==> src/rtl/panel_pkg.sv <==
// Shared panel definitions: sequencer states, driver command codes, arbitration helper.
// The panel PWM driver uses the same CMD_* encodings.
package panel_pkg;

    localparam logic [1:0] CMD_STOP    = 2'b00;
    localparam logic [1:0] CMD_EXTEND  = 2'b01;
    localparam logic [1:0] CMD_RETRACT = 2'b10;

    typedef enum logic [2:0] {
        S_IDLE,
        S_EXTEND,
        S_HOLD,
        S_ABGAP,
        S_RETRACT,
        S_DONE
    } state_t;

    function automatic logic [1:0] state_cmd(state_t s);
        case (s)
            S_EXTEND:  return CMD_EXTEND;
            S_RETRACT: return CMD_RETRACT;
            default:   return CMD_STOP;
        endcase
    endfunction

    // Strategy requester (bit 0) beats manual requester (bit 1).
    function automatic logic [1:0] fixed_pri(logic [1:0] r);
        if (r[0])      return 2'b01;
        else if (r[1]) return 2'b10;
        else           return 2'b00;
    endfunction

endpackage

==> src/rtl/panel_sequencer_if.sv <==
// Request/grant/command bundle between the panel requesters and the sequencer.
// master = requester side, slave = sequencer side.
interface panel_sequencer_if;
    logic [1:0] req;
    logic       abort;
    logic [1:0] gnt;
    logic [1:0] ack;
    logic       aborted;
    logic       busy;
    logic [1:0] command;

    modport master (output req, abort, input gnt, ack, aborted, busy, command);
    modport slave  (input req, abort, output gnt, ack, aborted, busy, command);
endinterface

==> src/rtl/phase_timer.sv <==
// Phase down-counter: load sets the count, it decrements to 0 and holds; expire is count==0.
// Latency: loaded value visible the cycle after load; no backpressure.
module phase_timer #(
    parameter int CNT_W = 32
) (
    input  logic             clk,
    input  logic             reset,
    input  logic             load,
    input  logic [CNT_W-1:0] load_val,
    output logic             expire
);

    logic [CNT_W-1:0] count;

    always_ff @(posedge clk or posedge reset) begin
        if (reset)              count <= '0;
        else if (load)          count <= load_val;
        else if (count != '0)   count <= count - CNT_W'(1);
    end

    assign expire = (count == '0);

endmodule

==> src/rtl/panel_sequencer.sv <==
// Panel servo sequencer: extend -> hold -> retract for one of two requesters, with abort.
// Latency: grant and first EXTEND command one cycle after req; all outputs registered; no backpressure.
// Build option PANEL_SEQ_ROUND_ROBIN_EN: round-robin arbitration instead of fixed priority.
module panel_sequencer
    import panel_pkg::*;
#(
    parameter int T_EXT  = 40_000_000,
    parameter int T_HOLD = 50_000_000,
    parameter int T_RET  = 40_000_000,
    parameter int CNT_W  = 32
) (
    input  logic               clk,
    input  logic               reset,
    panel_sequencer_if.slave   bus
);

    state_t     state, state_nxt;
    logic [1:0] gnt, gnt_nxt;
    logic [1:0] ack, ack_nxt;
    logic       aborted, aborted_nxt;
    logic       abort_seen, abort_seen_nxt;
    logic       busy;
    logic [1:0] command;
    logic [1:0] win;
    logic             load;
    logic [CNT_W-1:0] load_val;
    logic             expire;

`ifdef PANEL_SEQ_ROUND_ROBIN_EN
    logic ptr;  // last owner: 0 = strategy, 1 = manual

    always_comb win = (bus.req == 2'b11) ? (ptr ? 2'b01 : 2'b10) : fixed_pri(bus.req);

    always_ff @(posedge clk or posedge reset) begin
        if (reset)                                 ptr <= 1'b0;
        else if (state == S_IDLE && bus.req != '0) ptr <= win[1];
    end
`else
    always_comb win = fixed_pri(bus.req);
`endif

    phase_timer #(.CNT_W(CNT_W)) u_timer (
        .clk      (clk),
        .reset    (reset),
        .load     (load),
        .load_val (load_val),
        .expire   (expire)
    );

    always_comb begin
        state_nxt      = state;
        gnt_nxt        = gnt;
        ack_nxt        = 2'b00;
        aborted_nxt    = 1'b0;
        abort_seen_nxt = abort_seen;
        load           = 1'b0;
        load_val       = '0;
        case (state)
            S_IDLE: begin
                abort_seen_nxt = 1'b0;
                if (bus.req != 2'b00) begin
                    gnt_nxt   = win;
                    state_nxt = S_EXTEND;
                    load      = 1'b1;
                    load_val  = CNT_W'(T_EXT - 1);
                end
            end
            S_EXTEND: begin
                // Abort beats a coinciding expiry: the driver must see a STOP before retracting.
                if (bus.abort) begin
                    state_nxt      = S_ABGAP;
                    abort_seen_nxt = 1'b1;
                end else if (expire) begin
                    state_nxt = S_HOLD;
                    load      = 1'b1;
                    load_val  = CNT_W'(T_HOLD - 1);
                end
            end
            S_HOLD: begin
                if (bus.abort || expire) begin
                    state_nxt = S_RETRACT;
                    load      = 1'b1;
                    load_val  = CNT_W'(T_RET - 1);
                    if (bus.abort) abort_seen_nxt = 1'b1;
                end
            end
            S_ABGAP: begin
                state_nxt = S_RETRACT;
                load      = 1'b1;
                load_val  = CNT_W'(T_RET - 1);
            end
            S_RETRACT: begin
                if (expire) begin
                    state_nxt   = S_DONE;
                    ack_nxt     = gnt;
                    aborted_nxt = abort_seen;
                end
            end
            S_DONE: begin
                state_nxt = S_IDLE;
                gnt_nxt   = 2'b00;
            end
            default: begin
                state_nxt = S_IDLE;
                gnt_nxt   = 2'b00;
            end
        endcase
    end

    always_ff @(posedge clk or posedge reset) begin
        if (reset) begin
            state      <= S_IDLE;
            gnt        <= 2'b00;
            ack        <= 2'b00;
            aborted    <= 1'b0;
            abort_seen <= 1'b0;
            busy       <= 1'b0;
            command    <= CMD_STOP;
        end else begin
            state      <= state_nxt;
            gnt        <= gnt_nxt;
            ack        <= ack_nxt;
            aborted    <= aborted_nxt;
            abort_seen <= abort_seen_nxt;
            busy       <= (state_nxt != S_IDLE);
            command    <= state_cmd(state_nxt);
        end
    end

    assign bus.gnt     = gnt;
    assign bus.ack     = ack;
    assign bus.aborted = aborted;
    assign bus.busy    = busy;
    assign bus.command = command;

endmodule

==> src/flat_wrapper.sv <==
// flat-port wrapper written by rule: the top's interface ports become plain ports
module panel_sequencer_flat import panel_pkg::*;
#(
    parameter int T_EXT  = 40_000_000,
    parameter int T_HOLD = 50_000_000,
    parameter int T_RET  = 40_000_000,
    parameter int CNT_W  = 32
)
  (clk, reset, bus_req, bus_abort, bus_gnt, bus_ack, bus_aborted, bus_busy, bus_command);
  panel_sequencer_if bus_i ();
  input  logic clk;
  input  logic reset;
  input wire logic [$bits(bus_i.req)-1:0] bus_req;
  input wire logic [$bits(bus_i.abort)-1:0] bus_abort;
  output wire logic [$bits(bus_i.gnt)-1:0] bus_gnt;
  output wire logic [$bits(bus_i.ack)-1:0] bus_ack;
  output wire logic [$bits(bus_i.aborted)-1:0] bus_aborted;
  output wire logic [$bits(bus_i.busy)-1:0] bus_busy;
  output wire logic [$bits(bus_i.command)-1:0] bus_command;
  assign bus_i.req = bus_req;
  assign bus_i.abort = bus_abort;
  assign bus_gnt = bus_i.gnt;
  assign bus_ack = bus_i.ack;
  assign bus_aborted = bus_i.aborted;
  assign bus_busy = bus_i.busy;
  assign bus_command = bus_i.command;
  panel_sequencer #(.T_EXT(T_EXT), .T_HOLD(T_HOLD), .T_RET(T_RET), .CNT_W(CNT_W)) u_core (.clk(clk), .reset(reset), .bus(bus_i));
endmodule
==> config.mk <==
export PLATFORM = sky130hd
export DESIGN_NAME = panel_sequencer_flat
export DESIGN_NICKNAME = d
export VERILOG_FILES = /design/src/rtl/panel_pkg.sv /design/src/rtl/panel_sequencer_if.sv /design/src/rtl/phase_timer.sv /design/src/rtl/panel_sequencer.sv /design/src/flat_wrapper.sv
export SDC_FILE = /design/constraint.sdc
export NUM_CORES = 1
export LEC_CHECK = 0
export CAP_MARGIN = 30
export CORE_AREA = 8 8 60 100
export DETAILED_ROUTE_END_ITERATION = 10
export DIE_AREA = 0 0 68 108
export GPL_TIMING_DRIVEN = 0
export PLACE_DENSITY = 0.83
export SLEW_MARGIN = 20
export SYNTH_ARGS = -nofsm -noshare
export SYNTH_HDL_FRONTEND = slang
export SYNTH_HIERARCHICAL = 1
export SYNTH_SLANG_ARGS = --single-unit
==> constraint.sdc <==
create_clock -name clk -period 4.8 [get_ports clk]
set_input_delay 0.48 -clock clk [delete_from_list [all_inputs] [get_ports clk]]
set_output_delay 0.48 -clock clk [all_outputs]
set_load 0.02 [all_outputs]
==> results.py, run 1 <==
metrics = {
    "synth": {
        "synth_top_flop_cell": "sky130_fd_sc_hd__dfrtp_1",
        "yosys_warnings": 6,
        "fraction_of_the_yosys_area_taken_by_sequential_cells_pct": 45.2,
        "synth_common_cells": "44 x sky130_fd_sc_hd__dfrtp_1, 42 x sky130_fd_sc_hd__nand2_1, 25 x sky130_fd_sc_hd__xnor2_1, 18 x sky130_fd_sc_hd__o21ai_0, 16 x sky130_fd_sc_hd__o31ai_1",
        "yosys_register_bits": 44,
        "synthesis.area_per_instance_um2": 9.44,
        "synth_cell_type_count": 45,
        "synthMostInstantiatedCell": "sky130_fd_sc_hd__dfrtp_1",
        "synthesis.area_um2": 2430,
        "synth.top_cells.by_area": "sky130_fd_sc_hd__dfrtp_1 45%, sky130_fd_sc_hd__xnor2_1 9.0%, sky130_fd_sc_hd__nand2_1 6.5%",
        "number_of_flops_mapped_to_enable_cells_by_yosys": 0,
        "async_reset_ff_share_pct": 100,
        "synth_top_cell_area_share_pct": 45.2,
        "yosys.area.top_type": "sky130_fd_sc_hd__dfrtp_1",
        "postSynthCellCount": 258,
    },
    "critical_path": {
        "worstSetupEndpointType": "flop",
        "worstPathMaxFanout": 16,
        "cp_data_required_time_ns": 5.01,
        "crit_path_start_kind": "flop",
        "r2r_setup_slack_ns": 0.58,
        "r2r_cells": 13,
        "critical_path.reg2reg.startpoint": "u_core/u_timer/count[0]$_DFFE_PP0P_",
        "worstPathCellList": "inv_1 > ha_1 > nor2b_1 > nand4_4 > nor4_4 > buf_2 > a31oi_1 > a221oi_2 > buf_4 > clkbuf_1 > clkbuf_1 > nand2_1 > o31ai_1",
        "critical_path.max_stage_delay_ns": 0.57,
        "arrival_time_of_data_at_the_critical_path_endpoint_ns": 4.43,
        "worst_r2r_endpoint": "u_core/u_timer/count[12]$_DFFE_PP0P_",
        "critical_path_class": "flop to flop",
        "cp_common_cell": "sky130_fd_sc_hd__clkbuf_1",
        "slowest_stage_cell_cp": "sky130_fd_sc_hd__a221oi_2",
    },
    "placed_design": {
        "port_buffers": 12,
        "place.detailed.hpwl_um": 3740,
        "routabilityCongestion": 0.857,
        "place_area_um2": 2670,
    },
    "clock_tree": {
        "cts.repair.resized": 0,
        "ctsHoldBuffers": 0,
        "tritoncts_clock_tree": "done",
        "cts_sinks": 44,
        "tritoncts.num_buffers": 5,
        "cts_buffer_depth": 2,
        "worst_skew_pair.late_latency_ns": 0.30,
        "clkTransAtPathRegs_ns": 0.09,
        "cts_max_level": 2,
        "root_buffer": "sky130_fd_sc_hd__clkbuf_8",
    },
    "timing": {
        "fmax_ghz": 0.237,
        "period_share_pct": 88.0,
        "finalWorstPathRequiredPeriod_ns": 4.22,
        "timing.final.max_slew_violations": 0,
        "fin_worst_skew_ns": 0.00654,
        "report.final.hold_viol_count": 0,
        "timing.slew.headroom_pct": 54.4,
        "grt_setup_unrepaired": "no",
        "final-setup-viol-count": 0,
        "worst_pin_slew_ns": 0.683,
    },
    "finish": {
        "fill_cells": 397,
        "final_cell_area_um2": 2780,
        "ant_diodes": 0,
        "area_growth_pct": 14.3,
        "final_util_pct": 60.2,
        "final_net_count": 296,
        "drive_gt1_share_pct": 10.3,
    },
    "detailed_routing": {
        "drt-initial-drc-count": 66,
        "post-route-drc-count": 0,
        "route.final.wire_length_um": 5320,
        "vias": 1955,
        "drt.antenna.violating_nets": 0,
        "route.detailed.vias_per_inst": 5.70,
        "drt-pass1-iter-count": 4,
        "wl_per_cell_um": 15.5,
    },
    "global_route": {
        "gr_util_all_layers_pct": 15.8,
        "grt_start_max_net_pins": 33,
        "antenna_violations_before_repair": 0,
        "grt_pass1_wl_um": 9110,
        "number_of_global_route_vias_before_repair": 1973,
        "grt_remaining_overflow": 0,
    },
    "die": {
        "die_area_um2": 7340,
        "ios": 13,
        "start_util_pct": 52.7,
        "die_x_um": 68,
        "fp.dieH_um": 108,
        "core_ar_um2": 4620,
        "std_cell_rows": 33,
    },
    "pwr": {
        "cellLeakagePower_nw": 1.10,
        "power_mw": 1.80,
        "pwr_density_cell_nw_per_um2": 646,
        "vdd.ir_drop.worst_v": 0.000492,
    },
    "min_path": {
        "worst_hold_path_type": "input pin to asynchronous set/reset pin",
    },
    "status": {
        "run_status": "complete, no violations",
    },
    "flow_run": {
        "max_cap_violations": 0,
    },
}
## what timing repair did
action	CTS	global route
setup buffers	0	2
endpoints found under the hold margin	0	0
setup endpoints to repair	0	8
## layout by cell type, fill, tap and decap left out, types with 2 or more instances in the layout
| master | netlist | final |
|---|---|---|
| sky130_fd_sc_hd__a211oi_1 | 2 | 2 |
| sky130_fd_sc_hd__a21o_1 | 2 | 2 |
| sky130_fd_sc_hd__a21oi_1 | 5 | 5 |
| sky130_fd_sc_hd__a31oi_1 | 2 | 2 |
| sky130_fd_sc_hd__buf_2 | 4 | 4 |
| sky130_fd_sc_hd__buf_4 | 0 | 3 |
| sky130_fd_sc_hd__clkbuf_1 | 6 | 6 |
| sky130_fd_sc_hd__clkbuf_8 | 0 | 6 |
| sky130_fd_sc_hd__clkdlybuf4s50_1 | 0 | 12 |
| sky130_fd_sc_hd__conb_1 | 1 | 11 |
| sky130_fd_sc_hd__dfrtp_1 | 44 | 44 |
| sky130_fd_sc_hd__inv_1 | 7 | 6 |
| sky130_fd_sc_hd__mux2_2 | 3 | 3 |
| sky130_fd_sc_hd__mux2i_1 | 2 | 2 |
| sky130_fd_sc_hd__nand2_1 | 42 | 42 |
| sky130_fd_sc_hd__nand2b_1 | 4 | 4 |
| sky130_fd_sc_hd__nand3_1 | 2 | 2 |
| sky130_fd_sc_hd__nor2_1 | 15 | 15 |
| sky130_fd_sc_hd__nor2b_1 | 2 | 2 |
| sky130_fd_sc_hd__nor3_1 | 14 | 14 |
| sky130_fd_sc_hd__nor4_1 | 8 | 8 |
| sky130_fd_sc_hd__nor4_4 | 3 | 3 |
| sky130_fd_sc_hd__nor4b_1 | 2 | 2 |
| sky130_fd_sc_hd__o21ai_0 | 18 | 18 |
| sky130_fd_sc_hd__o31ai_1 | 16 | 16 |
| sky130_fd_sc_hd__or2_2 | 2 | 2 |
| sky130_fd_sc_hd__or3_1 | 2 | 2 |
| sky130_fd_sc_hd__or4_1 | 3 | 3 |
| sky130_fd_sc_hd__xnor2_1 | 25 | 25 |
| sky130_fd_sc_hd__xor2_1 | 4 | 4 |
## registers in the layout, summed over array words and instances (netlist names)
register / count
u_core/bus.aborted: 1
u_core/abort_seen: 1
u_core/bus.command: 2
u_core/bus.gnt: 2
u_core/bus.busy: 1
u_core/bus.ack: 2
u_core/u_timer/count: 32
u_core/state: 3
## cell type report
| type | count | area, um^2 | share of cell area [%] |
|---|---|---|---|
| multi-input combinational | 206 | 1300 | 46.6 |
| timing repair buffer | 15 | 143 | 5.13 |
| sequential | 44 | 1100 | 39.6 |
| clock inverter | 2 | 13.8 | 0.495 |
| clock buffer | 6 | 82.6 | 2.97 |
| inverter | 7 | 26.3 | 0.944 |
| tap | 52 | 65.1 | 2.34 |
| buffer | 11 | 53.8 | 1.93 |
## worst max-delay path, delay by kind of cell, from the launching register on
family,cells,cell delay [ns]
compound gates,3,0.83
fa+ha+maj,1,0.22
buf+inv,5,1.55
flops,1,0.39
simple gates,4,1.13
## cells by family after synthesis
group	share of synthesized area, %
simple gates	24.8
compound gates	13.4
flops	45.2
xor+xnor	10.4
buf+inv	3.29
mux	2.21
fa+ha+maj	0.514
other cells	0.154
## stage by stage
stage / worst slack, ns / instances / hold slack, ns / TNS (ns)
floorplan: 0.819 / 268 / 0.345 / 0
global placement: -0.507 / 332 / 0.514 / -6.42
detailed placement: 0.395 / 333 / 0.522 / 0
CTS: 0.332 / 341 / 0.535 / 0
global route: 0.172 / 343 / 0.564 / 0
finish: 0.576 / 343 / 0.535 / 0
## layer usage
| layer | GRT usage (%) | up-vias | routed length (um) |
|---|---|---|---|
| li1 | - | 963 | - |
| met1 | 18.4 | 953 | 2180 |
| met2 | 26.6 | 31 | 2900 |
| met3 | 3.00 | 8 | 135 |
| met4 | 7.81 | 0 | 95 |
| met5 | 0 | - | 0 |
## power breakdown
| part | internal [mW] | total [mW] | switching, mW | leakage [nW] |
|---|---|---|---|---|
| registers | 0.522 | 0.669 | 0.147 | 0.556 |
| clock network | 0.118 | 0.252 | 0.134 | 0.0516 |
| logic | 0.368 | 0.875 | 0.508 | 0.487 |
| total | 1.01 | 1.80 | 0.789 | 1.10 |
## worst max-delay path by stage
stage	end	slack [ns]	start	cells after the start
final	u_core/u_timer/count[12]$_DFFE_PP0P_	0.58	u_core/u_timer/count[0]$_DFFE_PP0P_	13
after global routing	u_core/u_timer/count[7]$_DFFE_PP0P_	0.17	u_core/u_timer/count[16]$_DFFE_PP0P_	11
after CTS	u_core/u_timer/count[7]$_DFFE_PP0P_	0.33	u_core/u_timer/count[16]$_DFFE_PP0P_	11
after detailed placement	u_core/u_timer/count[7]$_DFFE_PP0P_	0.40	u_core/u_timer/count[16]$_DFFE_PP0P_	11
after global placement	u_core/u_timer/count[3]$_DFFE_PP0P_	-0.51	u_core/u_timer/count[16]$_DFFE_PP0P_	10
after floorplan	u_core/u_timer/count[12]$_DFFE_PP0P_	0.82	u_core/u_timer/count[0]$_DFFE_PP0P_	12
No activity file was read; power rests on OpenSTA's default activity.
==> inputs of run 2 (changes only) <==
--- a/config.mk
+++ b/config.mk
@@ -9,7 +9,6 @@
 export CORE_AREA = 8 8 60 100
 export DETAILED_ROUTE_END_ITERATION = 10
 export DIE_AREA = 0 0 68 108
-export GPL_TIMING_DRIVEN = 0
 export PLACE_DENSITY = 0.83
 export SLEW_MARGIN = 20
 export SYNTH_ARGS = -nofsm -noshare
==> run 2 against run 1 <==
  * Die area stayed put
  * Total power is 3.0% lower
  * Clock power is 6% lower
  * Worst hold slack worse by 0.016 ns
  * Clock skew is 0.0014 ns higher
  * Non-clock buffer count is 10 lower
==> results.py, run 2 (synthesis gave the netlist of run 1 again) <==
metrics = {
    "finish": {
        "final_cell_area_um2": 2740,
        "regMostFlops": "u_core/u_timer/count",
        "final_net_count": 286,
        "largest_reg_flops": 32,
        "final_cell_mix": "44 x sky130_fd_sc_hd__dfrtp_1, 42 x sky130_fd_sc_hd__nand2_1, 25 x sky130_fd_sc_hd__xnor2_1",
        "final_cell_count_no_fill": 333,
        "fill_cells": 416,
        "area_growth_pct": 12.6,
        "drive_gt1_share_pct": 8.19,
        "ant_diodes": 0,
        "reg_top3": "u_core/u_timer/count x32, u_core/state x3",
        "mostFrequentLayoutCell": "sky130_fd_sc_hd__dfrtp_1",
    },
    "global_route": {
        "number_of_global_route_vias_before_repair": 2001,
        "grt_start_max_net_pins": 41,
        "gr_util_all_layers_pct": 15.1,
        "grt_remaining_overflow": 0,
        "antenna_violations_before_repair": 0,
        "grt_pass1_wl_um": 8680,
    },
    "placed_design": {
        "place.detailed.hpwl_um": 3670,
        "place.detailed.instances": 325,
        "detailedPlace.worstSlack_ns": 1.38,
        "port_buffers": 12,
        "place_area_um2": 2650,
        "routabilityCongestion": 0.861,
    },
    "timing": {
        "fmax_ghz": 0.287,
        "final.setup.worst_slack_ns": 1.32,
        "finalWorstPathRequiredPeriod_ns": 3.48,
        "fin_worst_skew_ns": 0.00795,
        "timing.final.max_slew_violations": 0,
        "worst_slack_on_hold_paths_ns": 0.519,
        "setup_tns_ns": 0,
        "final-setup-viol-count": 0,
        "report.final.hold_viol_count": 0,
        "timing.slew.headroom_pct": 59.8,
        "period_share_pct": 72.6,
        "worst_pin_slew_ns": 0.597,
        "grt_setup_unrepaired": "no",
    },
    "clock_tree": {
        "ctsHoldBuffers": 0,
        "post_cts.repair.setup_buffers": 0,
        "cts.repair.resized": 0,
        "worst_skew_pair.late_latency_ns": 0.29,
        "cts_max_level": 2,
        "clkTransAtPathRegs_ns": 0.08,
        "cts_sinks": 44,
        "tritoncts_clock_tree": "done",
        "cts_buffer_depth": 2,
        "tritoncts.num_buffers": 5,
        "root_buffer": "sky130_fd_sc_hd__clkbuf_8",
    },
    "detailed_routing": {
        "vias": 1887,
        "post-route-drc-count": 0,
        "route.detailed.vias_per_inst": 5.67,
        "drt-initial-drc-count": 32,
        "wl_per_cell_um": 15.2,
        "drt-pass1-iter-count": 4,
        "drt.antenna.violating_nets": 0,
        "route.final.wire_length_um": 5070,
    },
    "die": {
        "fp.dieH_um": 108,
        "core_ar_um2": 4620,
        "start_util_pct": 52.7,
        "die_x_um": 68,
        "ios": 13,
        "die_area_um2": 7340,
        "std_cell_rows": 33,
    },
    "pwr": {
        "cellLeakagePower_nw": 1.06,
        "pwr_density_cell_nw_per_um2": 636,
        "vdd.ir_drop.worst_v": 0.000454,
    },
    "critical_path": {
        "worstSetupEndpointType": "flop",
        "crit_path_start_kind": "flop",
        "critical_path_class": "flop to flop",
        "r2r_setup_slack_ns": 1.32,
        "arrival_time_of_data_at_the_critical_path_endpoint_ns": 3.66,
        "cp_data_required_time_ns": 4.97,
        "worstPathMaxFanout": 40,
    },
    "status": {
        "run_status": "complete, no violations",
    },
    "flow_run": {
        "max_cap_violations": 0,
    },
    "min_path": {
        "worst_hold_path_type": "input pin to asynchronous set/reset pin",
    },
}
-- run 2: critical path, stage by stage, from the launching register on --
cell and delay, ns:
sky130_fd_sc_hd__dfrtp_1 0.44, sky130_fd_sc_hd__nor4_1 0.58, sky130_fd_sc_hd__nand3_2 0.30, sky130_fd_sc_hd__nor4_4 0.54
sky130_fd_sc_hd__a31oi_1 0.24, sky130_fd_sc_hd__a221oi_4 0.48, sky130_fd_sc_hd__buf_4 0.40, sky130_fd_sc_hd__mux2_2 0.37
-- run 2: path summary, 6_finish.rpt --
kind                                                 startpoint                                  end  depth (start not counted)
setup / recovery           u_core/u_timer/count[16]$_DFFE_PP0P_  u_core/u_timer/count[1]$_DFFE_PP0P_                          7
hold / removal                                            reset            u_core/state[0]$_DFF_PP0_                          2
setup reg to reg           u_core/u_timer/count[16]$_DFFE_PP0P_  u_core/u_timer/count[1]$_DFFE_PP0P_                          7
hold reg to reg                   u_core/abort_seen$_DFFE_PP0P_         u_core/bus.aborted$_DFF_PP0_                          2
max in group asynchronous                                 reset  u_core/u_timer/count[5]$_DFFE_PP0P_                          3
min in group clk                  u_core/abort_seen$_DFFE_PP0P_         u_core/bus.aborted$_DFF_PP0_                          2
-- run 2: final cells by class --
type / count / area (um^2) / share of cell area [%]
Inverter: 7 / 26.3 / 0.958
Multi-Input combinational cell: 206 / 1310 / 47.7
Clock buffer: 8 / 90.1 / 3.29
Sequential cell: 44 / 1100 / 40.2
Tap cell: 52 / 65.1 / 2.37
Timing Repair Buffer: 16 / 150 / 5.48
-- run 2: where the power goes --
group	switching, mW	internal [mW]
Sequential	0.186	0.522
Combinational	0.446	0.353
Clock	0.119	0.117
-- run 2: per-layer routing --
| layer | track usage [%] | wire [um] | vias to the layer above |
|---|---|---|---|
| met5 | 0 | 0 | - |
| met1 | 15.3 | 2030 | 899 |
| met4 | 8.25 | 150 | 0 |
| li1 | - | - | 945 |
| met3 | 2.48 | 111 | 13 |
| met2 | 27.7 | 2780 | 30 |
-- run 2: metrics by stage --
stage	power (mW)	utilization [%]
after CTS	1.75	59.3
after detailed placement	1.51	57.3
after floorplan	1.31	-
after global routing	1.87	59.3
final	1.74	59.3
after global placement	1.47	57.3
